--- config.mk ---
export PLATFORM = sky130hd
export DESIGN_NAME = alu_writeback
export DESIGN_NICKNAME = d
export VERILOG_FILES = /design/src/rtl/alu_writeback_pkg.sv /design/src/rtl/alu_writeback_branch_resolve.sv /design/src/rtl/alu_writeback.sv
export SDC_FILE = /design/constraint.sdc
export NUM_CORES = 1
export LEC_CHECK = 0
export ABC_AREA = 1
export BUFFER_PORTS_ARGS = -buffer_cell sky130_fd_sc_hd__buf_2
export CORE_MARGIN = 5
export CORE_UTILIZATION = 40
export CTS_CLUSTER_SIZE = 10
export DETAILED_ROUTE_END_ITERATION = 12
export GPL_TIMING_DRIVEN = 0
export PLACE_DENSITY_LB_ADDON = 0.15
export SLEW_MARGIN = 10
export SYNTH_ARGS = -nofsm -noshare
export SYNTH_HDL_FRONTEND = slang
export SYNTH_SLANG_ARGS = --single-unit
--- constraint.sdc ---
create_clock -name clk -period 3.05 [get_ports clk]
set_input_delay 0.1525 -clock clk [delete_from_list [all_inputs] [get_ports clk]]
set_output_delay 0.1525 -clock clk [all_outputs]
set_load 0.005 [all_outputs]
--- src/rtl/alu_writeback_pkg.sv ---
// Shared BPF writeback definitions: writeback/jump command codes and the FSM
// state encoding used by the controller, the writeback block and the benches.
package alu_writeback_pkg;

    localparam logic [1:0] WB_NONE = 2'b00;
    localparam logic [1:0] WB_A    = 2'b01;
    localparam logic [1:0] WB_X    = 2'b10;

    localparam logic [2:0] JMP_NEXT = 3'b000;
    localparam logic [2:0] JMP_JA   = 3'b001;
    localparam logic [2:0] JMP_JEQ  = 3'b010;
    localparam logic [2:0] JMP_JGT  = 3'b011;
    localparam logic [2:0] JMP_JGE  = 3'b100;
    localparam logic [2:0] JMP_JSET = 3'b101;

    typedef enum logic [1:0] {
        ST_IDLE   = 2'b00,
        ST_WAIT   = 2'b01,
        ST_COMMIT = 2'b10
    } wb_state_e;

    // Codes 11x are reserved and behave as a plain fall-through.
    function automatic logic is_jump(input logic [2:0] cond);
        return (cond >= JMP_JA) && (cond <= JMP_JSET);
    endfunction

    function automatic logic branch_taken(input logic [2:0] cond, input logic eq,
                                          input logic gt, input logic ge, input logic set);
        return (cond == JMP_JA) || ((cond == JMP_JEQ) && eq) || ((cond == JMP_JGT) && gt) ||
               ((cond == JMP_JGE) && ge) || ((cond == JMP_JSET) && set);
    endfunction

endpackage

--- src/rtl/alu_writeback_branch_resolve.sv ---
// Combinational next-PC resolution from the captured jump code, offsets and
// ALU compare flags. Sum is taken modulo 2**PC_WIDTH.
module alu_writeback_branch_resolve
    import alu_writeback_pkg::*;
#(
    parameter int PC_WIDTH = 10
) (
    input  logic [PC_WIDTH-1:0] pc_i,
    input  logic [2:0]          cond_i,
    input  logic [7:0]          jt_i,
    input  logic [7:0]          jf_i,
    input  logic                eq_i,
    input  logic                gt_i,
    input  logic                ge_i,
    input  logic                set_i,
    output logic [PC_WIDTH-1:0] pc_next_o
);

    logic [7:0]          offset;
    logic [PC_WIDTH-1:0] offset_ext;

    always_comb begin
        offset = 8'd0;
        if (is_jump(cond_i)) begin
            offset = branch_taken(cond_i, eq_i, gt_i, ge_i, set_i) ? jt_i : jf_i;
        end
        offset_ext = PC_WIDTH'(offset);
        pc_next_o  = pc_i + PC_WIDTH'(1) + offset_ext;
    end

endmodule

--- src/rtl/alu_writeback.sv ---
// ALU writeback stage of a packet-filter core: accepts a command, waits for the
// ALU result, writes A or X and resolves the next PC. Owns A, X and PC.
module alu_writeback
    import alu_writeback_pkg::*;
#(
    parameter int PC_WIDTH   = 10,
    parameter int DATA_WIDTH = 32
) (
    input  logic                  clk,
    input  logic                  rst_n,
    input  logic                  cmd_vld,
    output logic                  cmd_rdy,
    input  logic [1:0]            wb_sel,
    input  logic [2:0]            jmp_cond,
    input  logic [7:0]            jt,
    input  logic [7:0]            jf,
    input  logic                  pc_clr,
    input  logic [DATA_WIDTH-1:0] ALU_out,
    input  logic                  set,
    input  logic                  eq,
    input  logic                  gt,
    input  logic                  ge,
    input  logic                  ALU_vld,
    output logic                  ALU_ack,
    output logic [DATA_WIDTH-1:0] A_reg,
    output logic [DATA_WIDTH-1:0] X_reg,
    output logic [PC_WIDTH-1:0]   pc,
    output logic                  done
);

    // Handshakes: a command transfers on an edge with cmd_vld && cmd_rdy; an ALU
    // result transfers on the first edge in WAIT with ALU_vld, and ALU_ack is the
    // following one-cycle COMMIT acknowledgement, so it never precedes capture.

    wb_state_e             state_q, state_d;
    logic [1:0]            wb_sel_q;
    logic [2:0]            jmp_q;
    logic [7:0]            jt_q, jf_q;
    logic [DATA_WIDTH-1:0] res_q;
    logic                  eq_q, gt_q, ge_q, set_q;
    logic [DATA_WIDTH-1:0] a_q, a_d, x_q, x_d;
    logic [PC_WIDTH-1:0]   pc_q, pc_d, pc_branch;
    logic                  accept, capture, commit;

    assign accept  = (state_q == ST_IDLE) && cmd_vld;
    assign capture = (state_q == ST_WAIT) && ALU_vld;
    assign commit  = (state_q == ST_COMMIT);

    alu_writeback_branch_resolve #(.PC_WIDTH(PC_WIDTH)) u_branch (
        .pc_i      (pc_q),
        .cond_i    (jmp_q),
        .jt_i      (jt_q),
        .jf_i      (jf_q),
        .eq_i      (eq_q),
        .gt_i      (gt_q),
        .ge_i      (ge_q),
        .set_i     (set_q),
        .pc_next_o (pc_branch)
    );

    always_comb begin
        state_d = state_q;
        a_d     = a_q;
        x_d     = x_q;
        pc_d    = pc_q;
        case (state_q)
            ST_IDLE:   if (cmd_vld) state_d = ST_WAIT;
            ST_WAIT:   if (ALU_vld) state_d = ST_COMMIT;
            ST_COMMIT: state_d = ST_IDLE;
            default:   state_d = ST_IDLE;
        endcase
        if (commit) begin
            if (wb_sel_q == WB_A) a_d = res_q;
            if (wb_sel_q == WB_X) x_d = res_q;
            pc_d = pc_branch;
        end
        // A new packet restarts the program even if a commit lands on the same edge.
        if (pc_clr) pc_d = '0;
    end

    always_ff @(posedge clk or negedge rst_n) begin
        if (!rst_n) begin
            state_q  <= ST_IDLE;
            wb_sel_q <= WB_NONE;
            jmp_q    <= JMP_NEXT;
            jt_q     <= 8'd0;
            jf_q     <= 8'd0;
            res_q    <= '0;
            eq_q     <= 1'b0;
            gt_q     <= 1'b0;
            ge_q     <= 1'b0;
            set_q    <= 1'b0;
            a_q      <= '0;
            x_q      <= '0;
            pc_q     <= '0;
        end else begin
            state_q <= state_d;
            a_q     <= a_d;
            x_q     <= x_d;
            pc_q    <= pc_d;
            if (accept) begin
                wb_sel_q <= wb_sel;
                jmp_q    <= jmp_cond;
                jt_q     <= jt;
                jf_q     <= jf;
            end
            if (capture) begin
                res_q <= ALU_out;
                eq_q  <= eq;
                gt_q  <= gt;
                ge_q  <= ge;
                set_q <= set;
            end
        end
    end

    assign cmd_rdy = (state_q == ST_IDLE);
    assign ALU_ack = commit;
    assign done    = commit;
    assign A_reg   = a_q;
    assign X_reg   = x_q;
    assign pc      = pc_q;

endmodule

# After elaboration in Yosys (flattened, before gate mapping)
# Index checks and enable logic that the tools add are counted.
classes:
  add_sub_neg: 2
  n_lt_le_gt_ge: 2
  eq_ne: 11
  mux: 7
  reduce_logical: 16
ops:
  columns: ["operator", "count"]
  rows:
  - ["10-bit two-way mux", 2]
  - ["8-bit two-way mux", 2]
  - ["10-bit by 1-bit adder with 10-bit output (second input constant)", 1]
  - ["10-bit by 8-bit adder with 10-bit output", 1]
  - ["1-bit logical AND", 7]
  - ["3-bit by 2-bit == test with 1-bit output (second input constant)", 2]
  - ["3-bit == test (second input constant)", 2]
  - ["2-bit AND reduction", 3]
  - ["2-bit by 1-bit == test with 1-bit output (second input constant)", 2]
  - ["2-bit == test (second input constant)", 2]
  - ["1-bit logical OR", 4]
  - ["2-bit two-way mux", 2]
  - ["2-bit != test (second input constant)", 2]
  - ["2-bit case mux with 2 select lines", 1]
  - ["3-bit by 1-bit == test with 1-bit output (second input constant)", 1]
  - ["3-bit by 1-bit >= comparator with 1-bit output (second input constant)", 1]
  - ["3-bit <= comparator (second input constant)", 1]
  - ["2-bit logical NOT", 1]
  - ["2-bit nonzero test", 1]
word_totals:
  ff_bits: 133
  in_bits: 62
  out_inout_bits: 77
  elab_cells: 51

# Depth between registers and ports, before layout
depth:
  ltp_word: 11
  depth_mapped: 18
  mapped_depth_nobuf: 18

# Cells and area by module
# Synthesis repeated with hierarchy kept, for this count alone.
unflattened:
  cells_unflattened: 714
  area_unflattened_um2: 5881.9
modules_own_cells:
  columns: ["mod", "instances", "cells_per_inst", "area_per_inst_um2", "seq_area_each_um2"]
  rows:
  - ["alu_writeback", 1, 577, 5153.7, 3328.2]
  - ["alu_writeback_branch_resolve", 1, 137, 728.2, 0.0]

# Least setup slack after synthesis
# OpenSTA, ideal clock, no wires.
synth_path:
  path_type: "flip-flop to flip-flop"
  from: "reg jmp_q[0]"
  to: "reg pc_q[8] (netlist: pc[8])"
  setup_time_ns: 0.119
  arrival_ns: 2.223
  t_required_ns: 2.931
  slack_ns: 0.708
  path_stages_with_launch: 16
  path_buffers: 1
  period_less_slack_ns: 2.342
  cell_sequence: "dfrtp_1 -> buf_6 -> o211ai_2 -> nand3_2 -> nand2_1 -> o21ai_1 -> nand2_1 -> ha_1 -> inv_1 -> fa_1 -> nand3_1 -> nand3b_1 -> nand2_1 -> nand2_1 -> a21oi_1 -> nor2_1"
synth_between:
  elab_chain_cells: 11
  word_cells_on_any_way: 21
  cone_classes: "add/sub (1); order compare (2); eq/ne (5); mux (4); reduce/logical (9)"
synth_lines:
  columns: ["item", "line_no", "text"]
  rows:
  - ["from (decl)", "alu_writeback.sv:37", "logic [2:0] jmp_q;"]
  - ["from (signal assigned)", "alu_writeback.sv:103", "jmp_q <= jmp_cond;"]
  - ["3-bit by 2-bit == test with 1-bit output", "alu_writeback_pkg.sv:29", "return (cond == JMP_JA) || ((cond == JMP_JEQ) && eq) || ((cond == JMP_JGT) && gt) ||"]
  - ["1-bit logical AND", "alu_writeback_pkg.sv:29", null]
  - ["1-bit logical OR (3 in a row)", "alu_writeback_pkg.sv:29", null]
  - ["1-bit logical OR", "alu_writeback_pkg.sv:30", "((cond == JMP_JGE) && ge) || ((cond == JMP_JSET) && set);"]
  - ["8-bit two-way mux", "alu_writeback_branch_resolve.sv:25", "offset = branch_taken(cond_i, eq_i, gt_i, ge_i, set_i) ? jt_i : jf_i;"]
  - ["8-bit two-way mux (*)", "alu_writeback_branch_resolve.sv:24", "if (is_jump(cond_i)) begin"]
  - ["10-bit by 8-bit adder with 10-bit output (*)", "alu_writeback_branch_resolve.sv:28", "pc_next_o = pc_i + PC_WIDTH'(1) + offset_ext;"]
  - ["10-bit two-way mux (*)", "alu_writeback.sv:72", "if (commit) begin"]
  - ["10-bit two-way mux (*)", "alu_writeback.sv:78", "if (pc_clr) pc_d = '0;"]
  - ["to (signal assigned)", "alu_writeback.sv:100", "pc_q <= pc_d;"]
  - ["to (decl)", "alu_writeback.sv:42", "logic [PC_WIDTH-1:0] pc_q, pc_d, pc_branch;"]
# Every way passes the cells marked *; elsewhere a longest branch is shown, timed or not. The select of a mux whose other input is x is not followed.
# A chain may end at the register's enable or synchronous reset.

# Final worst setup path
# Ends and elaborated chain as after synthesis.

==> metrics.txt <==
#FFs+latches synth 133; Synth area leaders dfrtp_1 (59%), nand2_1 (10%), o21ai_0 (5.2%); htree depth 4; final setup vio count 0; Max Buffers Root-to-Sink 2; MaxCap Viol Count 0; largest net degree at the start of global routing 72; critical path data arrival time 3010 ps; Rel. slew slack 52.8%; total track usage 19.1%; GR Overflow Total 0; reg-to-reg endpoint pc[8]; FF-to-FF Start jmp_q[0]; Least-Margin Pin Slew 701 ps; sequential fraction of the synthesis area 58.8%; routed vias 4678; CTS tree yes; Starting Density 40.7%; Final Skew 7.80 ps; fraction of layout cells with a size suffix above 1 28.7%; R2R Setup Slk 340 ps; antenna violations before repair 0; row count 43; # Post-CTS Setup Buffers 0; Hold Path Class input pin to flop; Synth Instances 564; NumNets Final 850; Fmax achieved 369 MHz; RSZ-0062 raised after global routing no; ant diodes 0; drt wl/cell 15.7 um; crit-path cells buf_6 -> o211ai_2 -> nand3_2 -> nand2_1 -> o21ai_1 -> nand2_1 -> ha_1 -> inv_1 -> fa_1 -> nand3_1 -> nand3b_1 -> nand2_1 -> nand2_1 -> a21oi_1 -> nor2_1; 1st-iter DRT viols 274; Clock Sinks 133; HP Start jf[0]; Max stage delay cell, worst path fa_1; syn_nets 635; Reg clk slew, reported paths 60 ps; Clock Latency Late Sink 420 ps; critical path class flop to flop; cell repeated most along the worst path nand2_1; post-cts sizing count 0; r2r worst-path depth 15; Setup WS pre-CTS 351 ps; Cell Area, Synth 5660 um2; vias in the first global route 4867; CTS Root Cell clkbuf_16; Die Ht 129 um; largest fanout on the critical path 9; Synth Warn # 0; post-route setup TNS 0 ps; WP data required 3350 ps; status finished, final reports clean; WHS Path Cells 3; drt drc 0; maximum VDD drop 0.442 mV; mean area per synthesized cell 10.0 um2; vias per cell 4.81; filler cell count 1237; area share of the largest cell type after synthesis 58.8%; I/O pin cnt 139; Netlist cell types 32; largest area contributor in the netlist dfrtp_1; Worst Hold End jf_q[0]; first-pass GRT wire length 24400 um; DP HPWL 10600 um; area growth from synthesis to layout 37.2%; critical path's largest stage delay 430 ps; Chip Width 129 um; core area 13900 um2; final period utilization 88.8%; Pleak 4.01 nW; routability cong. 0.871; Port-buffer cells 138; Final Hold Fails 0; Slew Viols, Final 0; final setup margin 342 ps; crit start category flop; crit path time final 2710 ps; drt pass-1 iters 4; die area 16600 um2; number of CTS-inserted buffers 17; Crit. End Element flop; ANT nets after route 0; P per Cell Area 916 nW/um2; drt total wl 15300 um
-- layout by cell type, fill, tap and decap left out, drive strengths merged, types with 10 or more instances in the layout --
cell	instances
clkbuf	21
nand4	10
nand2	155
dfrtp	133
o21ai	107
nand3	13
buf	161
inv	54
nor2	19
dlygate4sd3	57
mux2	18
-- critical path, delay by kind of cell (launching register included) --
| family | cells | cell delay [ps] |
|---|---|---|
| buffers and inverters | 2 | 210 |
| AND/OR/NAND/NOR | 8 | 890 |
| flip-flops | 1 | 370 |
| adder cells (fa/ha/maj) | 2 | 590 |
| AO/OA/AOI/OAI | 3 | 530 |
-- layout make-up --
class                   instances  area [um2]  area share (%)
clock inverters                12         119            1.53
inverters                      51         191            2.47
clock buffers                  20         467            6.01
plain buffers                  23         179            2.31
repair buffers                196        1290            16.7
well taps                     180         225            2.90
multi-input cells             357        1960            25.2
flip-flops and latches        133        3330            42.9
-- where the power goes --
part	total (mW)	switching, mW	internal [mW]	leakage (nW)
combinational	2.29	1.27	1.02	2.04
sequential	2.84	0.369	2.47	1.69
clock	1.99	0.790	1.20	0.280
-- synthesized netlist by cell type --
cell      count
nand4_1       9
xnor2_1       3
o211ai_2      1
fa_1          1
ha_1          8
o22ai_1       1
o21a_1        1
mux2_4       13
inv_1        48
nand4_2       1
nor2_1       15
a22o_1        1
nand2_1     153
mux2_2        5
nor2_8        1
nor3_2        1
dfrtp_1     133
nand3b_1      2
inv_2         3
clkbuf_2      1
nand3_2       2
buf_6         7
nand3_1      10
a21oi_1       8
buf_4         8
nand3_4       1
nor2_4        3
o21ai_0      59
a21boi_0      8
o21ai_1      48
nand2_4       2
buf_2         7
-- through the flow --
stage | power (mW) | util, % | instances | area, um2 | hold slack [ps]
6_report | 7.11 | 55.9 | 972 | 7760 | 32.9
5_1_grt | 7.60 | 55.9 | 972 | 7760 | 28.6
4_1_cts | 7.18 | 55.9 | 972 | 7760 | 16.6
3_5_place_dp | 5.10 | 47.6 | 883 | 6610 | 181
3_3_place_gp | 5.02 | 47.3 | 882 | 6570 | 359
2_1_floorplan | 4.19 | - | 564 | 5660 | -143
-- cell families after synthesis --
group	after synthesis	synth area share (%)
buffers and inverters	74	6.55
muxes	18	4.45
and+or+nand+nor	200	15.7
AOI/OAI and AO/OA	127	11.9
xor gates and xnor gates	3	0.465
DFF	133	58.8
adders and majority gates	9	2.12
-- per-layer routing --
| layer | vias up | wire (um) | global-route usage [%] |
|---|---|---|---|
| li1 | 2275 | - | - |
| met1 | 2255 | 6720 | 23.5 |
| met2 | 121 | 7350 | 31.1 |
| met3 | 27 | 870 | 6.02 |
| met4 | 0 | 347 | 7.84 |
| met5 | - | 0 | 0 |
-- worst max-delay path by stage --
stage	slack, ps	endpoint	cells after the start	start
floorplan	710	pc[8]	15	jmp_q[0]
global placement	50	res_q[23]	1	rst_n
detailed placement	350	pc[9]	9	jmp_q[2]
CTS	340	pc[9]	9	jmp_q[2]
global route	70	pc[9]	11	jmp_q[1]
finish	340	pc[8]	15	jmp_q[0]
-- timing repair --
item                       CTS  global route
setup endpoints to repair    0             0
hold buffers                57             0
hold endpoints to repair   118             0
No activity file was read; power rests on OpenSTA's default activity.
